<file path="src/rtl/pipe_stage_skid_pkg.sv">
// Shared definitions for the pipeline stage register: occupancy states.
// Latency: n/a (types only).
// Backpressure: n/a (types only).
package pipe_stage_skid_pkg;

  // Stage occupancy: EMPTY = nothing held, ONE = main valid, FULL = main + skid valid
  typedef enum logic [1:0] {
    PS_EMPTY = 2'd0,
    PS_ONE   = 2'd1,
    PS_FULL  = 2'd2
  } ps_state_t;

  // True when the occupancy state presents a beat on the output
  function automatic logic ps_has_beat(input ps_state_t st);
    return st != PS_EMPTY;
  endfunction

endpackage

</file>
<file path="src/rtl/pipe_stage_skid.sv">
// Pipeline stage register with valid/ready handshake, stall, flush, optional skid entry and bubble counter.
// Latency: 1 cycle from an accepted input beat to out_valid.
// Backpressure: SKID=1 gives a flop-driven in_ready (drops only when FULL); SKID=0 passes out_ready through combinationally.
module pipe_stage_skid
  import pipe_stage_skid_pkg::*;
#(
  parameter int CTRL_W = 16,
  parameter int DATA_W = 32,
  parameter int SKID   = 1,
  parameter int BUB_W  = 8
) (
  input  logic              clk,
  input  logic              reset,
  input  logic              ld,
  input  logic              flush,
  input  logic              in_valid,
  output logic              in_ready,
  input  logic [CTRL_W-1:0] in_ctrl,
  input  logic [DATA_W-1:0] in_data,
  output logic              out_valid,
  input  logic              out_ready,
  output logic [CTRL_W-1:0] out_ctrl,
  output logic [DATA_W-1:0] out_data,
  output logic [BUB_W-1:0]  bubble_cnt
);

  localparam logic [BUB_W-1:0] BUB_MAX = '1;

  ps_state_t         state;
  logic [CTRL_W-1:0] main_ctrl;
  logic [DATA_W-1:0] main_data;
  logic [CTRL_W-1:0] skid_ctrl;
  logic [DATA_W-1:0] skid_data;
  logic [BUB_W-1:0]  bub_q;
  logic              room;
  logic              in_xfer;
  logic              out_xfer;
  logic              skid_load;

  assign out_valid  = ps_has_beat(state);
  assign out_ctrl   = main_ctrl;
  assign out_data   = main_data;
  assign bubble_cnt = bub_q;

  // With a skid entry the room term is purely a decode of the state flop,
  // so the upstream ready path never sees downstream out_ready.
  generate
    if (SKID != 0) begin : g_room_reg
      assign room = (state != PS_FULL);
    end else begin : g_room_comb
      assign room = !out_valid || out_ready;
    end
  endgenerate

  assign in_ready  = ld && room;
  assign in_xfer   = in_valid && in_ready;
  assign out_xfer  = ld && out_valid && out_ready;
  // A beat arriving while the main register is held parks in the skid entry
  assign skid_load = (state == PS_ONE) && in_xfer && !out_xfer;

  // Occupancy state and the main (output) register; ctrl is zeroed whenever the stage empties
  always_ff @(posedge clk) begin
    if (!reset || flush) begin
      state     <= PS_EMPTY;
      main_ctrl <= '0;
      main_data <= '0;
    end else if (ld) begin
      case (state)
        PS_EMPTY: begin
          if (in_xfer) begin
            state     <= PS_ONE;
            main_ctrl <= in_ctrl;
            main_data <= in_data;
          end
        end
        PS_ONE: begin
          if (in_xfer && out_xfer) begin
            main_ctrl <= in_ctrl;
            main_data <= in_data;
          end else if (in_xfer && (SKID != 0)) begin
            state <= PS_FULL;
          end else if (out_xfer) begin
            state     <= PS_EMPTY;
            main_ctrl <= '0;
          end
        end
        PS_FULL: begin
          if (out_xfer) begin
            state     <= PS_ONE;
            main_ctrl <= skid_ctrl;
            main_data <= skid_data;
          end
        end
        default: begin
          state     <= PS_EMPTY;
          main_ctrl <= '0;
        end
      endcase
    end
  end

  // Skid entry exists only when SKID is set; otherwise it reads as constant zero
  generate
    if (SKID != 0) begin : g_skid
      always_ff @(posedge clk) begin
        if (!reset || flush) begin
          skid_ctrl <= '0;
          skid_data <= '0;
        end else if (ld && skid_load) begin
          skid_ctrl <= in_ctrl;
          skid_data <= in_data;
        end
      end
    end else begin : g_no_skid
      assign skid_ctrl = '0;
      assign skid_data = '0;
    end
  endgenerate

  // Saturating count of enabled cycles with no beat on the output; survives flush
  always_ff @(posedge clk) begin
    if (!reset) begin
      bub_q <= '0;
    end else if (ld && !flush && !out_valid && (bub_q != BUB_MAX)) begin
      bub_q <= bub_q + 1'b1;
    end
  end

endmodule

</file>
<file path="config.mk">
export PLATFORM = sky130hd
export DESIGN_NAME = pipe_stage_skid
export DESIGN_NICKNAME = d
export VERILOG_FILES = /design/src/rtl/pipe_stage_skid_pkg.sv /design/src/rtl/pipe_stage_skid.sv
export SDC_FILE = /design/constraint.sdc
export NUM_CORES = 1
export LEC_CHECK = 0
export BUFFER_PORTS_ARGS = -buffer_cell sky130_fd_sc_hd__clkbuf_2
export CORE_AREA = 10 10 105 107
export CTS_BUF_LIST = sky130_fd_sc_hd__clkbuf_8
export DETAILED_ROUTE_END_ITERATION = 8
export DIE_AREA = 0 0 115 117
export PLACE_DENSITY = 0.81
export SYNTH_ARGS = -nofsm -noshare
export SYNTH_HDL_FRONTEND = slang
export SYNTH_SLANG_ARGS = --single-unit
</file>
<file path="constraint.sdc">
create_clock -name clk -period 1.71 [get_ports clk]
set_clock_uncertainty 0.15 [all_clocks]
set_input_delay 0.0855 -clock clk [delete_from_list [all_inputs] [get_ports clk]]
set_output_delay 0.0855 -clock clk [all_outputs]
set_load 0.01 [all_outputs]
</file>
* Yosys cells after proc, flatten, opt, wreduce, memory -nomap -nowiden
Cells that the tools add are included.
Widths: inputs -> output; s select.
** Operators by class
- Reductions and logical operators :: 22
- Mux-type cells :: 16
- Equal/unequal tests :: 11
- $add $sub $neg :: 1
** Operator list (count)
- $mux 32 :: 3
- $pmux 32 s3 :: 1
- $mux 16 :: 5
- $pmux 16 s3 :: 1
- $reduce_and 5->1 :: 3
- $logic_and 1x1->1 :: 11
- $mux 2 :: 5
- $add 8x1->8 const B :: 1
- $ne 2x2->1 const B :: 4
- $ne 8x8->1 const B :: 1
- $ne 3x2->1 const B :: 2
- $pmux 2 s3 :: 1
- $logic_not 1->1 :: 4
- $ne 3x3->1 const B :: 1
- $reduce_bool 3->1 :: 1
- $eq 2x1->1 const B :: 1
- $eq 2x2->1 const B :: 1
- $logic_not 2->1 :: 1
- $ne 2x1->1 const B :: 1
- $reduce_bool 2->1 :: 1
- $logic_or 1x1->1 :: 1
** Storage, ports and cells
- Output and inout port bits :: 58
- Register bits :: 106
- Word-level logic and storage cells :: 56
- Input port bits :: 54

* Longest topological paths before layout
Gate-level depths: netlist of the first run.
- Depth in word-level cells :: 7
- Gate-level depth with buffers :: 7
- Depth with buffers taken out :: 5

* Worst setup path before layout of the first run
No wires, ideal clock.
- Path type :: reg2reg
- Start point :: register state[1]
- End point :: register bub_q[5] (netlist: bubble_cnt[5])
- Cell stages (with the launch flop) :: 6
- Clock period less this slack :: 1.744 ns
- Library setup time :: 0.070 ns
- Data arrival time :: 1.524 ns
- Data required time :: 1.490 ns
- Slack :: -0.034 ns
- Path buffers :: 1
- Cell sequence :: dfxtp_1 > buf_6 > nor4b_4 > o21ai_2 > or4_1 > a21oi_1
** Between the ends
- Cells in the longest elaborated chain, start to end :: 4
** RTL lines
- start, declared :: line pipe_stage_skid.sv:29 : ps_state_t state;
- start signal, assigned :: line pipe_stage_skid.sv:64 : state <= PS_EMPTY;
- start signal, assigned :: line pipe_stage_skid.sv:71 : state <= PS_ONE;
- start signal, assigned :: line pipe_stage_skid.sv:81 : state <= PS_FULL;
- $reduce_bool 2->1 :: line pipe_stage_skid_pkg.sv:15 : return st != PS_EMPTY;
- $logic_not 1->1 :: line pipe_stage_skid.sv:124 : end else if (ld && !flush && !out_valid && (bub_q != BUB_MAX)) begin
- $logic_and 1x1->1 (2 in a row) :: line pipe_stage_skid.sv:124
- end signal, assigned :: line pipe_stage_skid.sv:125 : bub_q <= bub_q + 1'b1;
- end, declared :: line pipe_stage_skid.sv:34 : logic [BUB_W-1:0] bub_q;
Every way passes these cells.
A chain may end at the register's enable or synchronous reset.

* Worst setup path in the final report of the first run
- Start point :: input out_ready
- End point :: register main_data[12] (netlist: out_data[12])
** Between the ends
- Cells in the longest elaborated chain, start to end :: 4
- Elaborated cells on any way between the ends :: 5
- Classes of those cells :: eq/ne (2); reduce/logical (3)
** RTL lines
- start, declared :: line pipe_stage_skid.sv:21 : input logic out_ready,
- $logic_and 1x1->1 * :: line pipe_stage_skid.sv:57 : assign out_xfer = ld && out_valid && out_ready;
- $logic_and 1x1->1 :: line pipe_stage_skid.sv:77 : if (in_xfer && out_xfer) begin
- $ne 2x1->1 (no source line)
- $reduce_and 5->1 (no source line) *
- end signal, assigned :: line pipe_stage_skid.sv:73 : main_data <= in_data;
- end signal, assigned :: line pipe_stage_skid.sv:79 : main_data <= in_data;
- end signal, assigned :: line pipe_stage_skid.sv:91 : main_data <= skid_data;
- end, declared :: line pipe_stage_skid.sv:31 : logic [DATA_W-1:0] main_data;
Mark *: on every way between the ends. The rest lies on a longest branch, timed or not.

==> results of run 1 <==
## metal layers
metal	vias up	share of wire	GRT usage
met3	30	0.085	0.0647
li1	2161	-	-
met1	2173	0.39	0.219
met4	0	0.022	0.0569
met2	216	0.50	0.326
met5	-	0	0
## metrics by stage
step / instances / hold slack [ns]
after detailed placement: 720 / 0.184
after global placement: 720 / 0.173
after global routing: 804 / 0.0791
after CTS: 791 / 0.0388
after floorplan: 520 / 0.0715
final: 804 / 0.0748
## flip-flops by register name, summed over array words and instances, names as in the netlist
register / count
bubble_cnt: 8
skid_data: 32
state: 2
out_ctrl: 16
skid_ctrl: 16
out_data: 32
## final cells by class
type | count | area (um^2) | area share
repair buffers | 202 | 1650 | 0.263
flip-flops and latches | 106 | 2130 | 0.339
inverters | 1 | 3.75 | 0.000597
diodes | 1 | 2.50 | 0.000398
clock buffers | 10 | 138 | 0.0219
well taps | 111 | 139 | 0.0221
clock inverters | 6 | 50.0 | 0.00796
multi-input cells | 367 | 2170 | 0.345
## path summary, 6_finish.rpt
path                 start            end
max              out_ready   out_data[12]
min                  flush  bubble_cnt[5]
max reg2reg       state[1]   out_data[12]
min reg2reg  skid_data[26]  skid_data[26]
## cells in the final DEF (no fill, tap or decap), types with 2 or more instances in the layout
cell type      netlist  layout
a21oi_2              0       3
dfxtp_1            106     103
buf_12               0       9
clkbuf_8             0      10
o211a_1              2       2
mux2i_1              2       2
a22oi_1             16      16
nor2_1               4       4
xor2_1               3       3
o21ai_0              4       3
nand2b_2             1       2
nand4_1              2       2
nand2_1            165     165
buf_4                1      17
or3_1                3       2
and2_4               0       2
a21oi_1             87      84
o2bb2ai_1           16      16
a311oi_2             0      19
clkbuf_2             1     110
buf_6                1       6
nand3_1              6       6
clkbuf_16            0       7
dlygate4sd3_1        0      50
a311oi_1            32      12
clkinv_4             0       3
dfxtp_4              0       3
## Yosys cell counts, types with 2 or more instances
library cell | count | area share
nand2_1 | 165 | 0.14
mux2i_1 | 2 | 0.0047
a21oi_1 | 87 | 0.10
nand3_1 | 6 | 0.0070
clkbuf_1 | 29 | 0.025
o21ai_0 | 4 | 0.0047
nand4_1 | 2 | 0.0029
buf_2 | 13 | 0.015
o211a_1 | 2 | 0.0047
or3_1 | 3 | 0.0044
and2_1 | 2 | 0.0029
dfxtp_1 | 106 | 0.49
a311oi_1 | 32 | 0.065
xor2_1 | 3 | 0.0061
o2bb2ai_1 | 16 | 0.033
a22oi_1 | 16 | 0.028
nand2b_1 | 3 | 0.0044
nor2_1 | 4 | 0.0035
## power by group
group          switching, uW  internal, uW  total (uW)  leakage [uW]
clock network            881           585        1470     0.0000944
logic                    319           313         632       0.00154
registers               27.7          2500        2530      0.000860
total                   1230          3400        4630       0.00249
## logic make-up after synthesis
| family | count (synthesis) |
|---|---|
| AOI/OAI and AO/OA | 161 |
| adders and majority gates | 1 |
| and+or+nand+nor | 199 |
| DFF | 106 |
| xor gates and xnor gates | 3 |
| muxes | 3 |
| buffers and inverters | 47 |
## what timing repair did
action | 4_1_cts | 5_1_grt
pin swaps | 3 | 8
gates resized for setup | 6 | 42
endpoints found under the hold margin | 105 | 0
cloned | 1 | 9
buffers inserted | 4 | 3
hold buffers | 50 | 0
endpoints found under the setup margin | 24 | 81
## worst max-delay path, delay by kind of cell
kind / cells / cell delay (ns)
simple gates: 1 / 0.27
compound gates: 3 / 0.60
buf+inv: 4 / 0.97
==> run_results.csv, run 1 <==
group,metric,value,unit
placed_design,post-place-ws,-0.0386,ns
floorplanning,dieArea,13500,um^2
sta,timing.final.ws_setup,-0.0947,ns
global_route,grt_overflow_total,0,
setup_path,r2r_slack,-0.08,ns
sta,period_minus_slack,1.80,ns
synth,synth_top_family_by_area,"compound AO/OA/AOI/OAI gates",
power_and_ir_drop,power.leakage,0.00249,uW
detailed_routing,first_iter_violations,445,
sta,finalHoldViolCount,0,
sta,setup_viol,43,
cells_and_area,area_growth,46.6,%
synth,synth-main-ff-cell,"dfxtp_1",
sta,fmax,0.554,GHz
setup_path,critical_path_class,"in -> reg",
synth,syn-cell-area,4290,um^2
synth,synth_xor_area_frac,0.00612,
synth,syn_nets,575,
synth,yosysUniqueCellTypes,43,
detailed_routing,first_pass_iters,5,
setup_path,required,1.84,ns
power_and_ir_drop,power,4630,uW
min_path,min_path_type,"in -> reg",
cells_and_area,layout-drive-gt1-share,0.306,
floorplanning,die_w,115,um
synth,synth_edf_count,0,
detailed_routing,routed_wl,14700,um
sta,tns,-1.63,ns
setup_path,cp_slowest_cell,"dlygate4sd3_1",
cts,numCtsBuffers,9,
placed_design,portBuffers,111,
cts,clock_latency,0.36,ns
setup_path,reg2regPathDepth,7,
synth,yosysWarnings,0,
detailed_routing,vias_per_cell,5.70,
floorplanning,ios,112,
cts,cts_root_buf,"clkbuf_8",
sta,relSlewSlack,0.764,
run_status,status,"finished with violations",
synth,synthArstFlopShare,0,
setup_path,end_kind,"flip-flop",
global_route,grt_max_degree,54,
setup_path,cp_cell_sequence,"dlygate4sd3_1, buf_2, and2b_2, o21ai_4, buf_6, buf_12, a21oi_1, a311oi_4",
floorplanning,die_y,117,um
cts,cts_tree,"done",
setup_path,worstSetupStartpointType,"input pin",
global_route,grt_usage,0.190,
global_route,grt_pass1_wl,21100,um
placed_design,place.gp.congestion,0.803,
flow_run,maxCapViolCount,0,
detailed_routing,vias,4580,
synth,postSynthCellCount,520,
sta,drv_slew,0,
synth,synth-adder-area-share,0.00292,
detailed_routing,wl_per_cell,18.3,um
sta,worst_pin_slew,0.353,ns
synth,synth_mux_area_frac,0.00729,
cells_and_area,fillers,683,
synth,yosys.area_share.simple,0.198,
cells_and_area,final_nets,742,
cells_and_area,design_area,6290,um^2
floorplanning,rows,35,
global_route,grt_pass1_vias,4281,
global_route,antenna_found_initial,1,
placed_design,hpwl,8000,um
synth,synth_compound_area_frac,0.243,
placed_design,place_area,5080,um^2
setup_path,critPathArrivalTime,1.93,ns
floorplanning,core-area,9020,um^2
setup_path,cpPeakStageDelay,0.53,ns
power_and_ir_drop,power_density,736,nW/um^2
cts,clockBufferDepth,2,
sta,rsz0062_at_grt,"true",
sta,final.period_utilization,1.06,
cts,htreeDepth,3,
detailed_routing,ant_nets,0,
run_status,violations,"negative setup slack",
detailed_routing,drc_errors,0,
cts,clock-sinks,106,
synth,synth_seq_area_share,0.494,
setup_path,path_max_fanout,8,
min_path,whs_path_depth,5,
power_and_ir_drop,vdd_drop_max,0.000524,V
synth,avgSynthCellArea,8.25,um^2
synth,ys_ff_latch,106,
cells_and_area,post-route-util,0.697,
floorplanning,start_util,0.476,
cts,clk_pin_slew,0.11,ns
Note: power is estimated with default switching activity, not from simulation.
==> inputs of run 2 (changes only) <==
==> constraint.sdc (replaced) <==
create_clock -name clk -period 1.71 [get_ports clk]
set_clock_uncertainty 0.15 [all_clocks]
set_input_delay 0.342 -clock clk [delete_from_list [all_inputs] [get_ports clk]]
set_output_delay 0.342 -clock clk [all_outputs]
set_load 0.01 [all_outputs]
==> run 2 against run 1 <==
  * The flow still finishes with violations (negative setup slack)
  * Utilization is 8.7 points lower
  * Flip-flop and latch count stayed put
  * Final area is 13% lower
  * Power is 1.3% higher
  * Die area stayed put
  * Critical path type is now reg -> out
  * Sequential power hardly changed
  * Final cell count is 7.2% lower
  * First-iteration DRC count is 70% lower
  * Highest routed layer unchanged
  * Via count is 10% lower
  * Fmax is 3.2% higher
==> run_results.csv, run 2 (same netlist as run 1, synthesis figures left out) <==
group,metric,value,unit
detailed_routing,routed_wl,11700,um
sta,timing.final.ws_setup,-0.0381,ns
sta,final.period_utilization,1.02,
cells_and_area,multi_input_area,2040,um^2
power_and_ir_drop,swShare,0.238,
detailed_routing,first_iter_violations,132,
placed_design,place.gp.congestion,0.794,
power_and_ir_drop,power_frac_clock,0.364,
cells_and_area,fillers,782,
detailed_routing,first_pass_iters,4,
cells_and_area,final_cell_mix,"165 x nand2_1, 109 x clkbuf_2, 103 x dfxtp_1",
min_path,whs_path_depth,3,
min_path,min_path_type,"in -> reg",
setup_path,path_max_fanout,3,
floorplanning,start_util,0.476,
setup_path,r2r_end,"bubble_cnt[5]",
global_route,grt_overflow_total,0,
cells_and_area,num_antenna_cells,0,
cts,cts_root_buf,"clkbuf_8",
power_and_ir_drop,vdd_drop_max,0.000508,V
detailed_routing,wl_per_cell,15.7,um
setup_path,reg2regPathDepth,5,
power_and_ir_drop,power_density,852,nW/um^2
global_route,antenna_found_initial,0,
sta,relSlewSlack,0.783,
cts,cts_tree,"done",
global_route,grt_pass1_wl,19000,um
floorplanning,die_w,115,um
min_path,min_from,"in_data[24]",
sta,period_minus_slack,1.75,ns
cells_and_area,seq_area,2130,um^2
detailed_routing,vias,4106,
cts,numCtsBuffers,9,
power_and_ir_drop,p_seq_frac,0.539,
floorplanning,die_y,117,um
setup_path,critical_path_class,"reg -> out",
cts,cts-hold-fix-buffers,0,
floorplanning,core-area,9020,um^2
sta,tns,-0.0637,ns
setup_path,end_kind,"output port",
sta,rsz0062_at_grt,"true",
setup_path,required,1.22,ns
cts,clockBufferDepth,2,
cells_and_area,final_common_cell,"nand2_1",
power_and_ir_drop,p_int,3570,uW
power_and_ir_drop,p_sw,1110,uW
global_route,grt_max_degree,44,
run_status,status,"finished with violations",
placed_design,post-place-ws,-0.0434,ns
min_path,holdPathEnd,"skid_data[24]",
floorplanning,dieArea,13500,um^2
sta,timing.hold.ws,0.0542,ns
global_route,grt_usage,0.170,
setup_path,critPathArrivalTime,1.26,ns
sta,setup_viol,2,
floorplanning,ios,112,
global_route,grt_pass1_vias,3941,
cts,clock_latency,0.36,ns
placed_design,hpwl,8370,um
sta,drv_slew,0,
floorplanning,rows,35,
power_and_ir_drop,combPwrFrac,0.096,
sta,fmax,0.572,GHz
detailed_routing,ant_nets,0,
cells_and_area,area_growth,28.2,%
cts,clock-sinks,106,
setup_path,worstSetupStartpoint,"state[1]",
detailed_routing,vias_per_cell,5.50,
flow_run,maxCapViolCount,0,
placed_design,portBuffers,111,
run_status,violations,"negative setup slack",
sta,finalHoldViolCount,0,
cells_and_area,layout-drive-gt1-share,0.290,
cts,htreeDepth,3,
detailed_routing,drc_errors,0,
setup_path,worstSetupStartpointType,"flip-flop",
setup_path,r2r_slack,-0.03,ns
power_and_ir_drop,power.leakage,0.00218,uW
sta,worst_pin_slew,0.326,ns
cells_and_area,final_nets,686,
setup_path,reg2reg_from,"state[1]",
cts,clk_pin_slew,0.10,ns
run 2: cell types whose count changed in the layout (fill, tap and decap cells not counted), moves of 3 or more:
cell / change
a311oi_2: -18
dlygate4sd3_1: -50
a311oi_1: +19
buf_6: -4
buf_4: +7
clkbuf_16: -7
clkinv_4: -3
run 2: cell type report:
type                            count  share of cell area
Tap cell                          111              0.0252
Clock inverter                      5              0.0155
Multi-Input combinational cell    367               0.372
Inverter                            1            0.000682
Sequential cell                   106               0.387
Timing Repair Buffer              146               0.175
Clock buffer                       10              0.0250
run 2: repair_timing:
action                     4_1_cts  5_1_grt
cloned                           0        0
setup buffers                    4        1
setup endpoints to repair       25       63
gates resized for setup          7       17
pin swaps                        2       10
run 2: critical path, cell delays in order (launching register included):
cell and delay, ns:
dfxtp_4 0.37, or2b_1 0.24, and2_4 0.17, buf_6 0.11
run 2: how the worst max path moves through the flow:
| stage | depth (start not counted) | to | slack, ns |
|---|---|---|---|
| after global placement | 5 | out_ctrl[9] | -0.004 |
| after global routing | 6 | out_data[12] | -0.09 |
| after detailed placement | 5 | out_ctrl[1] | -0.04 |
| after floorplan | 7 | out_data[10] | -0.03 |
| after CTS | 3 | in_ready | -0.04 |
| final | 3 | in_ready | -0.04 |
run 2: power groups by stage:
stage | Clock, uW | Sequential [uW] | Combinational [uW]
after CTS | 1730 | 2530 | 445
after detailed placement | 0 | 2590 | 437
after global routing | 1830 | 2530 | 498
final | 1710 | 2530 | 452
after global placement | 0 | 2590 | 426
after floorplan | 0 | 2610 | 199
run 2: per-stage QoR:
step / std cells / area, um^2 / utilization / power (uW)
finish: 746 / 5500 / 0.610 / 4690
global route: 746 / 5500 / 0.610 / 4860
CTS: 745 / 5430 / 0.602 / 4710
detailed placement: 726 / 5150 / 0.571 / 3020
global placement: 726 / 5150 / 0.571 / 3010
floorplan: 520 / 4300 / - / 2800
run 2: routing by layer:
layer  part of all wire  vias to the layer above  wire (um)  global-route usage
li1                   -                     2041          -                   -
met1               0.41                     1921       4790               0.195
met2               0.49                      135       5740               0.296
met3              0.095                        9       1120              0.0545
met4             0.0083                        0         97              0.0487
met5                  0                        -          0                   0
